$ cat config.mk
export PLATFORM = sky130hd
export DESIGN_NAME = crc_frame_engine
export DESIGN_NICKNAME = d
export VERILOG_FILES = /design/src/rtl/crc_pkg.sv /design/src/rtl/crc_lfsr.sv /design/src/rtl/crc_frame_engine.sv
export SDC_FILE = /design/constraint.sdc
export NUM_CORES = 1
export LEC_CHECK = 0
export ABC_AREA = 1
export BUFFER_PORTS_ARGS = -buffer_cell sky130_fd_sc_hd__buf_2
export CORE_ASPECT_RATIO = 0.9
export CORE_MARGIN = 1
export CORE_UTILIZATION = 40
export CTS_BUF_LIST = sky130_fd_sc_hd__clkbuf_16
export CTS_CLUSTER_DIAMETER = 120
export DETAILED_ROUTE_END_ITERATION = 10
export PLACE_DENSITY_LB_ADDON = 0.1
export SLEW_MARGIN = 10
export SYNTH_ARGS = -nofsm -noshare
export SYNTH_HDL_FRONTEND = slang
export SYNTH_SLANG_ARGS = --single-unit
$ cat constraint.sdc
create_clock -name i_spi_clk -period 2.4 [get_ports i_spi_clk]
set_input_delay 0.12 -clock i_spi_clk [delete_from_list [all_inputs] [get_ports i_spi_clk]]
set_output_delay 0.12 -clock i_spi_clk [all_outputs]
set_load 0.01 [all_outputs]
$ cat src/rtl/crc_pkg.sv
// Shared FSM encoding, polynomials and SD frame lengths for the serial CRC frame engines.
package crc_pkg;
    typedef enum logic [1:0] {
        ST_IDLE  = 2'd0,
        ST_DATA  = 2'd1,
        ST_CHECK = 2'd2,
        ST_DONE  = 2'd3
    } state_t;

    localparam logic [6:0]  CRC7_SD     = 7'h09;
    localparam logic [15:0] CRC16_CCITT = 16'h1021;

    localparam int SD_CMD_BITS = 40;
    localparam int SD_BLK_BITS = 4096;
endpackage

$ cat src/rtl/crc_lfsr.sv
// MSB-first serial CRC register: load to INIT, or shift one bit with polynomial feedback.
// o_crc_nxt is the post-step value so the caller can capture it on the stepping edge.
module crc_lfsr
    import crc_pkg::*;
#(
    parameter int               CRC_W = 16,
    parameter logic [CRC_W-1:0] POLY  = CRC_W'(CRC16_CCITT),
    parameter logic [CRC_W-1:0] INIT  = '0
) (
    input  logic             i_spi_clk,
    input  logic             i_reset,
    input  logic             i_load,
    input  logic             i_step,
    input  logic             i_din,
    output logic [CRC_W-1:0] o_crc,
    output logic [CRC_W-1:0] o_crc_nxt
);
    logic [CRC_W-1:0] r_crc;
    logic             w_fb;

    assign w_fb      = r_crc[CRC_W-1] ^ i_din;
    assign o_crc_nxt = {r_crc[CRC_W-2:0], 1'b0} ^ (w_fb ? POLY : '0);
    assign o_crc     = r_crc;

    always_ff @(posedge i_spi_clk or posedge i_reset) begin
        if (i_reset) begin
            r_crc <= INIT;
        end else if (i_load) begin
            r_crc <= INIT;
        end else if (i_step) begin
            r_crc <= o_crc_nxt;
        end
    end
endmodule

$ cat src/rtl/crc_frame_engine.sv
// Frames a serial MOSI stream: CRC over DATA_BITS payload bits, then optionally
// runs the received check bits through the same register and reports zero residue.
module crc_frame_engine
    import crc_pkg::*;
#(
    parameter int               CRC_W     = 16,
    parameter logic [CRC_W-1:0] POLY      = CRC_W'(CRC16_CCITT),
    parameter logic [CRC_W-1:0] INIT      = '0,
    parameter int               DATA_BITS = SD_BLK_BITS,
    parameter bit               CHECK_EN  = 1'b1,
    parameter int               CNT_W     = $clog2(DATA_BITS + CRC_W + 1)
) (
    input  logic             i_spi_clk,
    input  logic             i_reset,
    input  logic             i_start,
    input  logic             i_en,
    input  logic             i_mosi,
    output logic [CRC_W-1:0] o_crc,
    output logic [CRC_W-1:0] o_crc_calc,
    output logic [CNT_W-1:0] o_bit_cnt,
    output logic             o_busy,
    output logic             o_done,
    output logic             o_crc_ok
);
    state_t           r_state;
    state_t           w_state_nxt;
    logic [CNT_W-1:0] r_bit_cnt;
    logic [CNT_W-1:0] w_cnt_inc;
    logic [CRC_W-1:0] r_crc_calc;
    logic [CRC_W-1:0] w_crc_nxt;
    logic             r_done;
    logic             r_crc_ok;
    logic             w_consume;
    logic             w_last_data;
    logic             w_last_check;
    logic             w_done_nxt;

    // start wins over en, so the bit presented alongside start is dropped
    assign w_consume    = ((r_state == ST_DATA) || (r_state == ST_CHECK)) && i_en && !i_start;
    assign w_cnt_inc    = r_bit_cnt + CNT_W'(1);
    assign w_last_data  = w_consume && (r_state == ST_DATA)  && (w_cnt_inc == CNT_W'(DATA_BITS));
    assign w_last_check = w_consume && (r_state == ST_CHECK) && (w_cnt_inc == CNT_W'(DATA_BITS + CRC_W));

    crc_lfsr #(
        .CRC_W (CRC_W),
        .POLY  (POLY),
        .INIT  (INIT)
    ) u_lfsr (
        .i_spi_clk (i_spi_clk),
        .i_reset   (i_reset),
        .i_load    (i_start),
        .i_step    (w_consume),
        .i_din     (i_mosi),
        .o_crc     (o_crc),
        .o_crc_nxt (w_crc_nxt)
    );

    always_comb begin
        w_state_nxt = r_state;
        w_done_nxt  = 1'b0;
        if (i_start) begin
            w_state_nxt = ST_DATA;
        end else begin
            case (r_state)
                ST_DATA: begin
                    if (w_last_data) begin
                        w_state_nxt = CHECK_EN ? ST_CHECK : ST_DONE;
                        w_done_nxt  = !CHECK_EN;
                    end
                end
                ST_CHECK: begin
                    if (w_last_check) begin
                        w_state_nxt = ST_DONE;
                        w_done_nxt  = 1'b1;
                    end
                end
                ST_DONE: w_state_nxt = ST_IDLE;
                default: w_state_nxt = r_state;
            endcase
        end
    end

    always_ff @(posedge i_spi_clk or posedge i_reset) begin
        if (i_reset) begin
            r_state    <= ST_IDLE;
            r_bit_cnt  <= '0;
            r_crc_calc <= '0;
            r_done     <= 1'b0;
            r_crc_ok   <= 1'b0;
        end else begin
            r_state <= w_state_nxt;
            r_done  <= w_done_nxt;
            if (i_start) begin
                r_bit_cnt <= '0;
                r_crc_ok  <= 1'b0;
            end else if (w_consume) begin
                r_bit_cnt <= w_cnt_inc;
                if (w_last_data) begin
                    r_crc_calc <= w_crc_nxt;
                end
                // zero residue after the received check bits means a clean frame
                if (w_last_check) begin
                    r_crc_ok <= (w_crc_nxt == '0);
                end
            end
        end
    end

    assign o_crc_calc = r_crc_calc;
    assign o_bit_cnt  = r_bit_cnt;
    assign o_busy     = (r_state == ST_DATA) || (r_state == ST_CHECK);
    assign o_done     = r_done;
    assign o_crc_ok   = r_crc_ok;
endmodule
==> flow_summary.yaml, run 1 <==
pwr:
  static-leakage-power_nw: 1.484
  p_sw_frac: 0.3269
  internal_power_w: 0.001455
  netSwitchingPower_w: 0.0007067
  share_comb_of_total_power: 0.234
  power.density_cell_area_nw_per_um2: 740.9
  ir_worst_vdd_v: 0.0004507
  power_frac_clock: 0.337
  power.share.sequential: 0.429
route:
  length_of_routed_met3_wiring_um: 208
  detail-route-antenna-nets: 0
  drt_pass1_iterations: 4
  route.met2.wl_um: 2376
  vias_per_cell: 4.956
  num_vias: 2037
  m1WireLength_um: 3040
  top_signal_layer_used: "met4"
  routedWlPerCell_um: 13.88
  drt_wl_total_um: 5705
  drt-initial-drc-count: 75
  post-route-drc-count: 0
final_layout:
  area_growth_syn_to_layout_pct: 17.60
  layout_common_cells: "sky130_fd_sc_hd__nand2_1, sky130_fd_sc_hd__buf_2, sky130_fd_sc_hd__dfrtp_1, sky130_fd_sc_hd__inv_1, sky130_fd_sc_hd__o22ai_1"
  post_route_utilization: 0.5011
  stdcell_count: 411
  final_common_cell: "sky130_fd_sc_hd__nand2_1"
  drive_above_1_share: 0.2669
  finish.net_count: 349
  antenna_cells_inserted: 0
yosys:
  post_synth_mux_area_share: 0
  post_synth_inst_count: 291
  synthesized_area_fraction_occupied_by_and_or_nand_nor_cells: 0.2506
  mappedNetlistNets: 300
  largest_family_of_logic_cells_by_synthesized_area: "simple AND/OR/NAND/NOR gates"
  synth_cell_types: 27
  ys_ff_latch: 49
  synth_xor_xnor_area_share: 0.01009
  synth-adder-area-share: 0.02017
  compound_gate_fraction_of_synth_area: 0.1079
  synth.yosys.warnings: 0
  syn_avg_cell_area_um2: 8.526
  netlist_area_um2: 2481
  seq_area_frac_synth: 0.4942
sta:
  finalClockSkew_ns: 0.009681
  report.final.slew_viol_count: 0
  final_period_minus_worst_setup_slack_ns: 2.161
  max_clock_freq_mhz: 462.8
  maxSlewHeadroom: 0.6742
  finalCritPeriodShare: 0.9003
  final_tns_setup_ns: 0
  timing.final.hold_violations: 0
  timing_worst_slew_pin_value_ns: 0.4842
  finalSetupViolations: 0
  unrepaired_setup_endpoints_after_global_routing: "false"
placed_design:
  place_inst: 398
  place.port_buffers: 52
  final_hpwl_dp_um: 4088
  finalWeightedCongestion: 0.8301
cts:
  clk-insertion-delay-late_ns: 0.29
  cts.clk_slew.worst_paths_ns: 0.07
  cts_root_buffer: "sky130_fd_sc_hd__clkbuf_16"
  cts.htree.levels: 2
  clock_tree.buffer_depth: 2
  tritoncts_buffers: 5
  postCtsResizedCells: 0
  clock_sinks: 49
  tritoncts: "yes"
floorplanning:
  die-height_um: 76.72
  chipWidth_um: 85.02
  num_rows: 26
  core_region_area_um2: 5823
  io_pins: 53
  initial_utilization: 0.4261
  dieArea_um2: 6522
setup_path:
  critPathMaxStageDelay_ns: 0.39
  critical_path.startpoint_type: "flip-flop"
  kind_of_end_point_of_the_critical_path: "flip-flop"
  path_cells: "inv_1, ha_1, inv_1, nand2_1, nor2_4, nand2_1, nor2_1, nand3_1, nor2_2, nand3_4, buf_4, nand2_1, o21ai_1"
  max_fanout_on_critical_path: 32
  worst_ep_required_time_ns: 2.57
  crit_slowest_cell: "sky130_fd_sc_hd__dfrtp_1"
  arrival_ns: 2.33
  crit_path_frequent_cell: "sky130_fd_sc_hd__nand2_1"
  register_to_register_setup_slack_ns: 0.24
  critical_path_class: "flip-flop to flip-flop"
flow_run:
  max_cap_violations: 0
global_routing:
  grt_pass1_vias: 1964
  grt_pass1_wl_um: 9763
  maximum_number_of_pins_on_one_net_before_global_route_repair: 33
  grt_overflow: 0
  grt_util_all_layers: 0.1919
  grt_antenna_before_repair: 0
outcome:
  run_status: "complete, no violations"
hold_path:
  min-delay-path-class: "input port to flip-flop"
-- per-stage QoR --
| step | instance area [µm²] | setup slack [ns] | hold WS [ns] | power (W) |
|---|---|---|---|---|
| floorplan | 2481 | 0.4061 | 0.2623 | 0.001288 |
| global placement | 2726 | 0.3103 | 0.1001 | 0.001418 |
| detailed placement | 2726 | 0.2119 | 0.09623 | 0.001424 |
| CTS | 2888 | 0.1880 | 0.1942 | 0.002155 |
| global route | 2918 | 0.01266 | 0.2740 | 0.002274 |
| finish | 2918 | 0.2392 | 0.2061 | 0.002162 |
-- layout make-up --
cell class	instances	area (µm²)
Clock buffer	5	125.1
Multi-Input combinational cell	182	964.7
Inverter	40	150.1
Sequential cell	49	1226
Fill cell	588	2905
Clock inverter	3	26.28
Tap cell	70	87.58
Timing Repair Buffer	62	337.8
-- power by group through the flow --
| stage | Combinational, W | Sequential, W | Clock [W] |
|---|---|---|---|
| after global routing | 0.000567 | 0.000936 | 0.000771 |
| after CTS | 0.000484 | 0.000927 | 0.000744 |
| after floorplan | 0.000347 | 0.000940 | 0 |
| after global placement | 0.000477 | 0.000941 | 0 |
| after detailed placement | 0.000482 | 0.000942 | 0 |
| final | 0.000506 | 0.000927 | 0.000729 |
-- worst paths after layout --
path | end | cells past startpoint | from
setup / recovery | o_crc_calc[1] | 13 | r_state[0]
hold / removal | o_crc_ok | 3 | i_start
setup reg to reg | o_crc_calc[1] | 13 | r_state[0]
hold reg to reg | o_crc_calc[3] | 2 | o_crc_calc[3]
max in group asynchronous | u_lfsr.o_crc[6] | 4 | i_reset
min in group asynchronous | o_bit_cnt[6] | 3 | i_reset
-- state kept, by name (all words and copies together) (netlist names) --
register,count
o_bit_cnt,13
o_crc_ok,1
r_state,2
u_lfsr.o_crc,16
o_crc_calc,16
o_done,1
-- worst max-delay path: cells and delay by family, from the launching register on --
| kind | cells | cell delay [ns] |
|---|---|---|
| DFF | 1 | 0.39 |
| buffers and inverters | 3 | 0.37 |
| and+or+nand+nor | 8 | 0.92 |
| adders and majority gates | 1 | 0.28 |
| AOI/OAI and AO/OA | 1 | 0.06 |
-- kinds of logic (layout without fill, tap and decap cells) --
| logic type | after synthesis | count (layout) |
|---|---|---|
| XOR/XNOR | 2 | 2 |
| adder cells (fa/ha/maj) | 4 | 4 |
| flip-flops | 49 | 49 |
| buffers and inverters | 60 | 110 |
| AO/OA/AOI/OAI | 46 | 46 |
| AND/OR/NAND/NOR | 130 | 130 |
-- synth_stat cells (all sizes together) --
cell,instances,share of area
or2,1,0.0025
nand4,6,0.015
nor3,1,0.0020
and2,1,0.0025
nor4,3,0.0076
clkbuf,4,0.0060
o21ai,24,0.048
o22ai,21,0.053
inv,40,0.061
xor2,2,0.010
dfrtp,49,0.49
nand2,80,0.13
a21oi,1,0.0066
nor2,20,0.049
nand3,18,0.045
ha,4,0.020
buf,16,0.050
-- per-layer routing --
| layer | vias up | global-route usage |
|---|---|---|
| met3 | 7 | 0.03337 |
| met5 | - | 0 |
| met2 | 47 | 0.2629 |
| li1 | 1028 | - |
| met4 | 0 | 0.07119 |
| met1 | 955 | 0.2988 |
-- what timing repair did --
action | 4_1_cts | 5_1_grt
endpoints found under the setup margin | 0 | 11
setup buffers | 0 | 4
hold buffers | 1 | 0
endpoints found under the hold margin | 12 | 0
Power figures use the tool's default switching activity.
==> run 2, diff against run 1 <==
Settings changed: SYNTH_HIERARCHICAL set to 1.
==> run 2 against run 1 <==
Compared with the run above:
- critical endpoint is now r_state[0]
- utilization fell by 1.1 points
- register-to-register slack improved by 0.02 ns
- area after synthesis rose by 3.2%
- die area rose by 3.1%
- routed wire length rose by 4.4%
- setup slack improved by 0.018 ns
- count of clock-buffer cells in the layout did not move
==> flow_summary.yaml, run 2 <==
final_layout:
  layout_common_cells: "sky130_fd_sc_hd__nand2_1, sky130_fd_sc_hd__buf_2, sky130_fd_sc_hd__dfrtp_1, sky130_fd_sc_hd__inv_1, sky130_fd_sc_hd__nand3_1"
  area_growth_syn_to_layout_pct: 17.54
  stdcell_count: 458
  final_common_cell: "sky130_fd_sc_hd__nand2_1"
  drive_above_1_share: 0.2318
  antenna_cells_inserted: 0
  finish.net_count: 379
sta:
  report.final.slew_viol_count: 0
  timing_worst_slew_pin_value_ns: 0.6139
  finalSetupViolations: 0
  finalCritPeriodShare: 0.8929
  timing.final.hold_violations: 0
  final_tns_setup_ns: 0
  maxSlewHeadroom: 0.5903
  unrepaired_setup_endpoints_after_global_routing: "false"
  max_clock_freq_mhz: 466.7
  final_period_minus_worst_setup_slack_ns: 2.143
  finalClockSkew_ns: 0.004084
global_routing:
  maximum_number_of_pins_on_one_net_before_global_route_repair: 34
  grt_util_all_layers: 0.1966
  grt_overflow: 0
  grt_pass1_wl_um: 10230
  grt_pass1_vias: 2067
  grt_antenna_before_repair: 0
floorplanning:
  initial_utilization: 0.4166
  die-height_um: 77.91
  io_pins: 53
  core_region_area_um2: 6148
  dieArea_um2: 6727
  chipWidth_um: 86.35
  num_rows: 27
yosys:
  mappedNetlistNets: 332
  synth_cell_types: 26
  syn_avg_cell_area_um2: 7.929
  seq_area_frac_synth: 0.4787
  async_flop_share: 1.000
  synthDominantAreaCellType: "sky130_fd_sc_hd__dfrtp_1"
  synth_top_cells_by_area: "sky130_fd_sc_hd__dfrtp_1, sky130_fd_sc_hd__nand2_1, sky130_fd_sc_hd__inv_1"
  synth.most_common_cell: "sky130_fd_sc_hd__nand2_1"
  post_synth_inst_count: 323
  synth_enable_flop_cells: 0
  yosys-top-cells-count: "sky130_fd_sc_hd__nand2_1, sky130_fd_sc_hd__dfrtp_1, sky130_fd_sc_hd__inv_1"
  netlist_area_um2: 2561
  ys_ff_latch: 49
  synth.yosys.warnings: 6
  synth.top_cell.area_share: 0.4787
  ys.flop_type: "sky130_fd_sc_hd__dfrtp_1"
cts:
  clock_sinks: 49
  tritoncts_buffers: 5
  cts_post_setup_buffers_inserted: 0
  cts_root_buffer: "sky130_fd_sc_hd__clkbuf_16"
  tritoncts: "yes"
  clk-insertion-delay-late_ns: 0.28
  cts.htree.levels: 2
  cts.clk_slew.worst_paths_ns: 0.06
  clock_tree.buffer_depth: 2
placed_design:
  final_hpwl_dp_um: 4461
  place_inst: 449
  finalWeightedCongestion: 0.8022
  place.port_buffers: 52
setup_path:
  worst_path_dominant_cell_family: "simple AND/OR/NAND/NOR gates"
  arrival_ns: 2.31
  crit_slowest_cell: "sky130_fd_sc_hd__dfrtp_1"
  critical_path.startpoint_type: "flip-flop"
  path_cells: "inv_1, ha_1, inv_2, nand2_2, nor2_4, buf_4, nand2_1, a21oi_1, nand2_1, nor2_1, nand3_1, nand3_1, nand2_2, nand2_1, nand2_1"
  register_to_register_setup_slack_ns: 0.26
  worst_ep_required_time_ns: 2.57
  max_fanout_on_critical_path: 8
  critical_path_class: "flip-flop to flip-flop"
  critPathMaxStageDelay_ns: 0.40
  kind_of_end_point_of_the_critical_path: "flip-flop"
  timing.critical_path.buf_inv: 3
  crit_path_frequent_cell: "sky130_fd_sc_hd__nand2_1"
hold_path:
  min-delay-path-class: "input port to flip-flop"
route:
  routedWlPerCell_um: 13.00
  drt-initial-drc-count: 98
  post-route-drc-count: 0
  detail-route-antenna-nets: 0
  vias_per_cell: 4.725
  num_vias: 2164
  drt_wl_total_um: 5954
  drt_pass1_iterations: 4
pwr:
  post-layout-total-power_w: 0.002095
  power.density_cell_area_nw_per_um2: 696.0
  static-leakage-power_nw: 1.622
  ir_worst_vdd_v: 0.0003901
outcome:
  run_status: "complete, no violations"
flow_run:
  max_cap_violations: 0
[run 2: cell types whose count changed in the layout (fill, tap and decap cells not counted), sizes merged, moves of 2 or more]
cell	before	now
buf	61	57
nor2	20	23
o21ai	24	19
xor2	2	0
nand3	18	28
nand2	80	113
clkinvlp	2	0
o22ai	21	11
[run 2: cells by family after synthesis]
| logic type | count (synthesis) | share of synthesized area |
|---|---|---|
| and+or+nand+nor | 178 | 0.3141 |
| adders and majority gates | 4 | 0.01954 |
| AOI/OAI and AO/OA | 33 | 0.07670 |
| buffers and inverters | 59 | 0.1109 |
| DFF | 49 | 0.4788 |
[run 2: through the flow]
step,setup slack (ns),hold slack (ns),util,cell area [µm²]
final,0.2571,0.1900,0.4896,3010
after floorplan,0.2870,0.03374,-,2561
after CTS,0.2471,0.1882,0.4896,3010
after global routing,0.03697,0.2369,0.4896,3010
after global placement,0.2518,0.2356,0.4615,2838
after detailed placement,0.2643,0.2387,0.4615,2838
[run 2: routing by layer]
layer	vias up	global-route usage	wire length (µm)
li1	1120	-	-
met1	985	0.3114	3180
met5	-	0	0
met2	57	0.2667	2409
met4	0	0.05333	24
met3	2	0.03936	339
[run 2: worst paths after layout]
kind | cells past startpoint | endpoint | from
max reg2reg | 15 | r_state[0] | r_state[0]
max | 15 | r_state[0] | r_state[0]
min reg2reg | 2 | o_crc_calc[2] | o_crc_calc[2]
max in group asynchronous | 3 | u_lfsr/o_crc[13] | i_reset
min in group asynchronous | 3 | u_lfsr/o_crc[4] | i_reset
min | 4 | o_bit_cnt[1] | i_en
[run 2: area by class of cell]
type / count / area [µm²]
Tap cell: 87 / 108.9
Timing Repair Buffer: 58 / 307.8
Clock buffer: 5 / 125.1
Fill cell: 624 / 3138
Inverter: 41 / 153.9
Clock inverter: 3 / 37.54
Sequential cell: 49 / 1226
Multi-Input combinational cell: 215 / 1051
[run 2: power by group]
group / internal [W] / switching (W)
clock: 0.000484 / 0.000288
combinational: 0.000138 / 0.000273
sequential: 0.000865 / 0.0000476
[run 2: worst min-delay path: stages]
cell and delay [ns]:
sky130_fd_sc_hd__buf_2 0.08, sky130_fd_sc_hd__nand2_2 0.09, sky130_fd_sc_hd__nand3_1 0.09, sky130_fd_sc_hd__nand2_1 0.05
[run 2: timing repair]
| action | 4_1_cts | 5_1_grt |
|---|---|---|
| hold buffers | 1 | 0 |
| resized for setup | 0 | 0 |
| hold endpoints to repair | 49 | 0 |
==> run 3, diff against run 2 <==
Settings changed: ABC_AREA 1 to unset.
==> run 3 against run 2 <==
Compared with the run above:
- non-clock buffer count grew 25
- first-iteration DRC count grew 29%
- critical path depth shrank 7
- combinational power shrank 74%
- die area is the same
- synthesized cell count shrank 28%
- area after synthesis is the same
- sequential share of layout area shrank 3.3 points
- total power shrank 17%
- critical path type unchanged
==> flow_summary.yaml, run 3 <==
outcome:
  run_status: "complete, no violations"
sta:
  finalClockSkew_ns: 0.004007
  finalCritPeriodShare: 0.9964
  worst_hold_slack_ns: 0.2935
  unrepaired_setup_endpoints_after_global_routing: "true"
  max_clock_freq_mhz: 418.2
  maxSlewHeadroom: 0.5827
  final_period_minus_worst_setup_slack_ns: 2.391
  finalSetupViolations: 0
  report.final.slew_viol_count: 0
  timing_worst_slew_pin_value_ns: 0.6253
  timing.final.hold_violations: 0
yosys:
  synth-adder-area-share: 0.01954
  syn_avg_cell_area_um2: 11.09
  netlist_area_um2: 2561
  mappedNetlistNets: 240
  largest_family_of_logic_cells_by_synthesized_area: "multiplexers"
  seq_area_frac_synth: 0.4787
  synth_top_cells_by_area: "sky130_fd_sc_hd__dfrtp_1, sky130_fd_sc_hd__mux2i_1, sky130_fd_sc_hd__mux2_4"
  synth_enable_flop_cells: 0
  post_synth_inst_count: 231
  compound_gate_fraction_of_synth_area: 0.03713
  synth.top_cell.area_share: 0.4787
  post_synth_mux_area_share: 0.1558
  synthesized_area_fraction_occupied_by_and_or_nand_nor_cells: 0.1510
  async_flop_share: 1.000
  synth_xor_xnor_area_share: 0.07865
  ys_ff_latch: 49
  synth_cell_types: 40
  ys.flop_type: "sky130_fd_sc_hd__dfrtp_1"
  yosys-top-cells-count: "sky130_fd_sc_hd__dfrtp_1, sky130_fd_sc_hd__nor2_1, sky130_fd_sc_hd__mux2i_1"
  synthDominantAreaCellType: "sky130_fd_sc_hd__dfrtp_1"
  synth.most_common_cell: "sky130_fd_sc_hd__dfrtp_1"
  synth.yosys.warnings: 6
setup_path:
  critical_path.startpoint_type: "flip-flop"
  max_fanout_on_critical_path: 8
  worst_ep_required_time_ns: 2.57
  source_of_the_critical_timing_path: "o_bit_cnt[0]"
  arrival_ns: 2.56
  kind_of_end_point_of_the_critical_path: "flip-flop"
  critical_path_class: "flip-flop to flip-flop"
  rr_startpoint: "o_bit_cnt[0]"
floorplanning:
  dieArea_um2: 6727
  initial_utilization: 0.4166
  num_rows: 27
  core_region_area_um2: 6148
  die-height_um: 77.91
  io_pins: 53
  chipWidth_um: 86.35
global_routing:
  maximum_number_of_pins_on_one_net_before_global_route_repair: 36
  grt_util_all_layers: 0.1792
  grt_pass1_wl_um: 9259
  grt_antenna_before_repair: 0
  grt_overflow: 0
  global_route_met1_utilization: 0.2817
  grt_pass1_vias: 1675
  met2_usage: 0.2468
  met3_usage: 0.03936
  busiest_layer: "met1"
placed_design:
  final_hpwl_dp_um: 3977
  place.port_buffers: 52
  finalWeightedCongestion: 0.7824
route:
  num_vias: 1845
  post-route-drc-count: 0
  drt_wl_total_um: 5826
  detail-route-antenna-nets: 0
  routedWlPerCell_um: 15.17
  drt-initial-drc-count: 126
  vias_per_cell: 4.805
  drt_pass1_iterations: 4
cts:
  clk-insertion-delay-late_ns: 0.28
  clock_tree.buffer_depth: 2
  tritoncts: "yes"
  tritoncts_buffers: 5
  cts.clk_slew.worst_paths_ns: 0.07
  cts.htree.levels: 2
  cts_root_buffer: "sky130_fd_sc_hd__clkbuf_16"
  clock_sinks: 49
final_layout:
  antenna_cells_inserted: 0
  final_common_cell: "sky130_fd_sc_hd__buf_2"
  post_route_utilization: 0.5360
  area_growth_syn_to_layout_pct: 28.68
  fillerInstances: 575
  finish.net_count: 305
  layout_common_cells: "sky130_fd_sc_hd__buf_2, sky130_fd_sc_hd__dfrtp_1, sky130_fd_sc_hd__nor2_1, sky130_fd_sc_hd__buf_4, sky130_fd_sc_hd__mux2i_1"
  drive_above_1_share: 0.4411
pwr:
  p_sw_frac: 0.2160
  ir_worst_vdd_v: 0.0003667
  power_frac_clock: 0.456
  power.share.sequential: 0.483
  power.density_cell_area_nw_per_um2: 528.5
  static-leakage-power_nw: 1.686
  internal_power_w: 0.001366
  netSwitchingPower_w: 0.0003762
  share_comb_of_total_power: 0.061
hold_path:
  worstHoldStart: "i_mosi"
  min-delay-path-class: "input port to flip-flop"
flow_run:
  max_cap_violations: 0
[run 3: cell count changes in the layout (fill, tap and decap cells not counted), moves of 16 or more]
cell | previous run | this run
sky130_fd_sc_hd__nand2_1 | 107 | 7
sky130_fd_sc_hd__inv_1 | 37 | 8
sky130_fd_sc_hd__buf_4 | 5 | 27
sky130_fd_sc_hd__nand3_1 | 27 | 7
sky130_fd_sc_hd__nor2_1 | 14 | 34
sky130_fd_sc_hd__mux2i_1 | 0 | 17
sky130_fd_sc_hd__o21ai_0 | 18 | 2
[run 3: metrics by stage]
step / instances / power (W) / setup TNS (ns) / cell area [µm²] / setup WS (ns)
2_1_floorplan: 231 / 0.0009243 / -0.8137 / 2582 / -0.08137
3_3_place_gp: 373 / 0.0009582 / -0.2756 / 3000 / -0.03145
3_5_place_dp: 373 / 0.0009582 / -0.1003 / 3000 / -0.02089
4_1_cts: 382 / 0.001759 / 0 / 3203 / 0.006478
5_1_grt: 384 / 0.001811 / -1.192 / 3296 / -0.08982
6_report: 384 / 0.001742 / 0 / 3296 / 0.008553
[run 3: power groups by stage]
| stage | logic, W | clock network, W | registers, W |
|---|---|---|---|
| after floorplan | 0.0000637 | 0 | 0.000861 |
| final | 0.000107 | 0.000794 | 0.000841 |
| after detailed placement | 0.000102 | 0 | 0.000857 |
| after CTS | 0.000104 | 0.000814 | 0.000841 |
| after global routing | 0.000120 | 0.000849 | 0.000842 |
| after global placement | 0.000102 | 0 | 0.000856 |
[run 3: what timing repair did]
action                                 CTS  global route
endpoints found under the hold margin   49             0
pin swaps                                1             5
cloned                                   0             1
resized for setup                        4            15
buffers inserted                         0             1
hold buffers                             1             0
setup endpoints to repair               13            17
[run 3: per-layer routing]
layer / wire length [µm] / up-vias
li1: - / 914
met1: 3145 / 895
met2: 2439 / 34
met3: 211 / 2
met4: 31 / 0
met5: 0 / -
[run 3: critical path: stages (launching register included)]
cell                        delay (ns)
sky130_fd_sc_hd__dfrtp_2          0.41
sky130_fd_sc_hd__buf_6            0.13
sky130_fd_sc_hd__a311oi_2         0.25
sky130_fd_sc_hd__a31oi_2          0.10
sky130_fd_sc_hd__nor4b_4          0.30
sky130_fd_sc_hd__o2111ai_2        0.16
sky130_fd_sc_hd__or3_4            0.45
sky130_fd_sc_hd__clkbuf_16        0.19
sky130_fd_sc_hd__mux2_4           0.29
[run 3: path summary, 6_finish.rpt]
| path | to | slack, ns | cells after the start |
|---|---|---|---|
| max in group asynchronous | u_lfsr/o_crc[14] | 1.54 | 3 |
| worst min register to register | o_crc_calc[6] | 0.51 | 1 |
| worst min-delay path | u_lfsr/o_crc[0] | 0.29 | 4 |
| min in group asynchronous | u_lfsr/o_crc[15] | 0.46 | 3 |
| worst max-delay path | o_crc_calc[14] | 0.009 | 8 |
| worst max register to register | o_crc_calc[14] | 0.009 | 8 |
[run 3: kinds of logic (layout without fill, tap and decap cells)]
group           count (synthesis)  after routing
compound gates                 13             13
xor+xnor                       19             19
fa+ha+maj                       4              4
buf+inv                        33             99
flops                          49             49
mux                            34             34
simple gates                   79             79
[run 3: layout make-up]
class                      instances  area, µm²  area share
sequential                        49       1232      0.3740
clock buffer                       5      125.1     0.03797
tap                               87      108.9     0.03303
inverter                           8      30.03    0.009112
multi-input combinational        149       1227      0.3724
clock inverter                     3      42.54     0.01291
timing repair buffer              83      529.3      0.1606
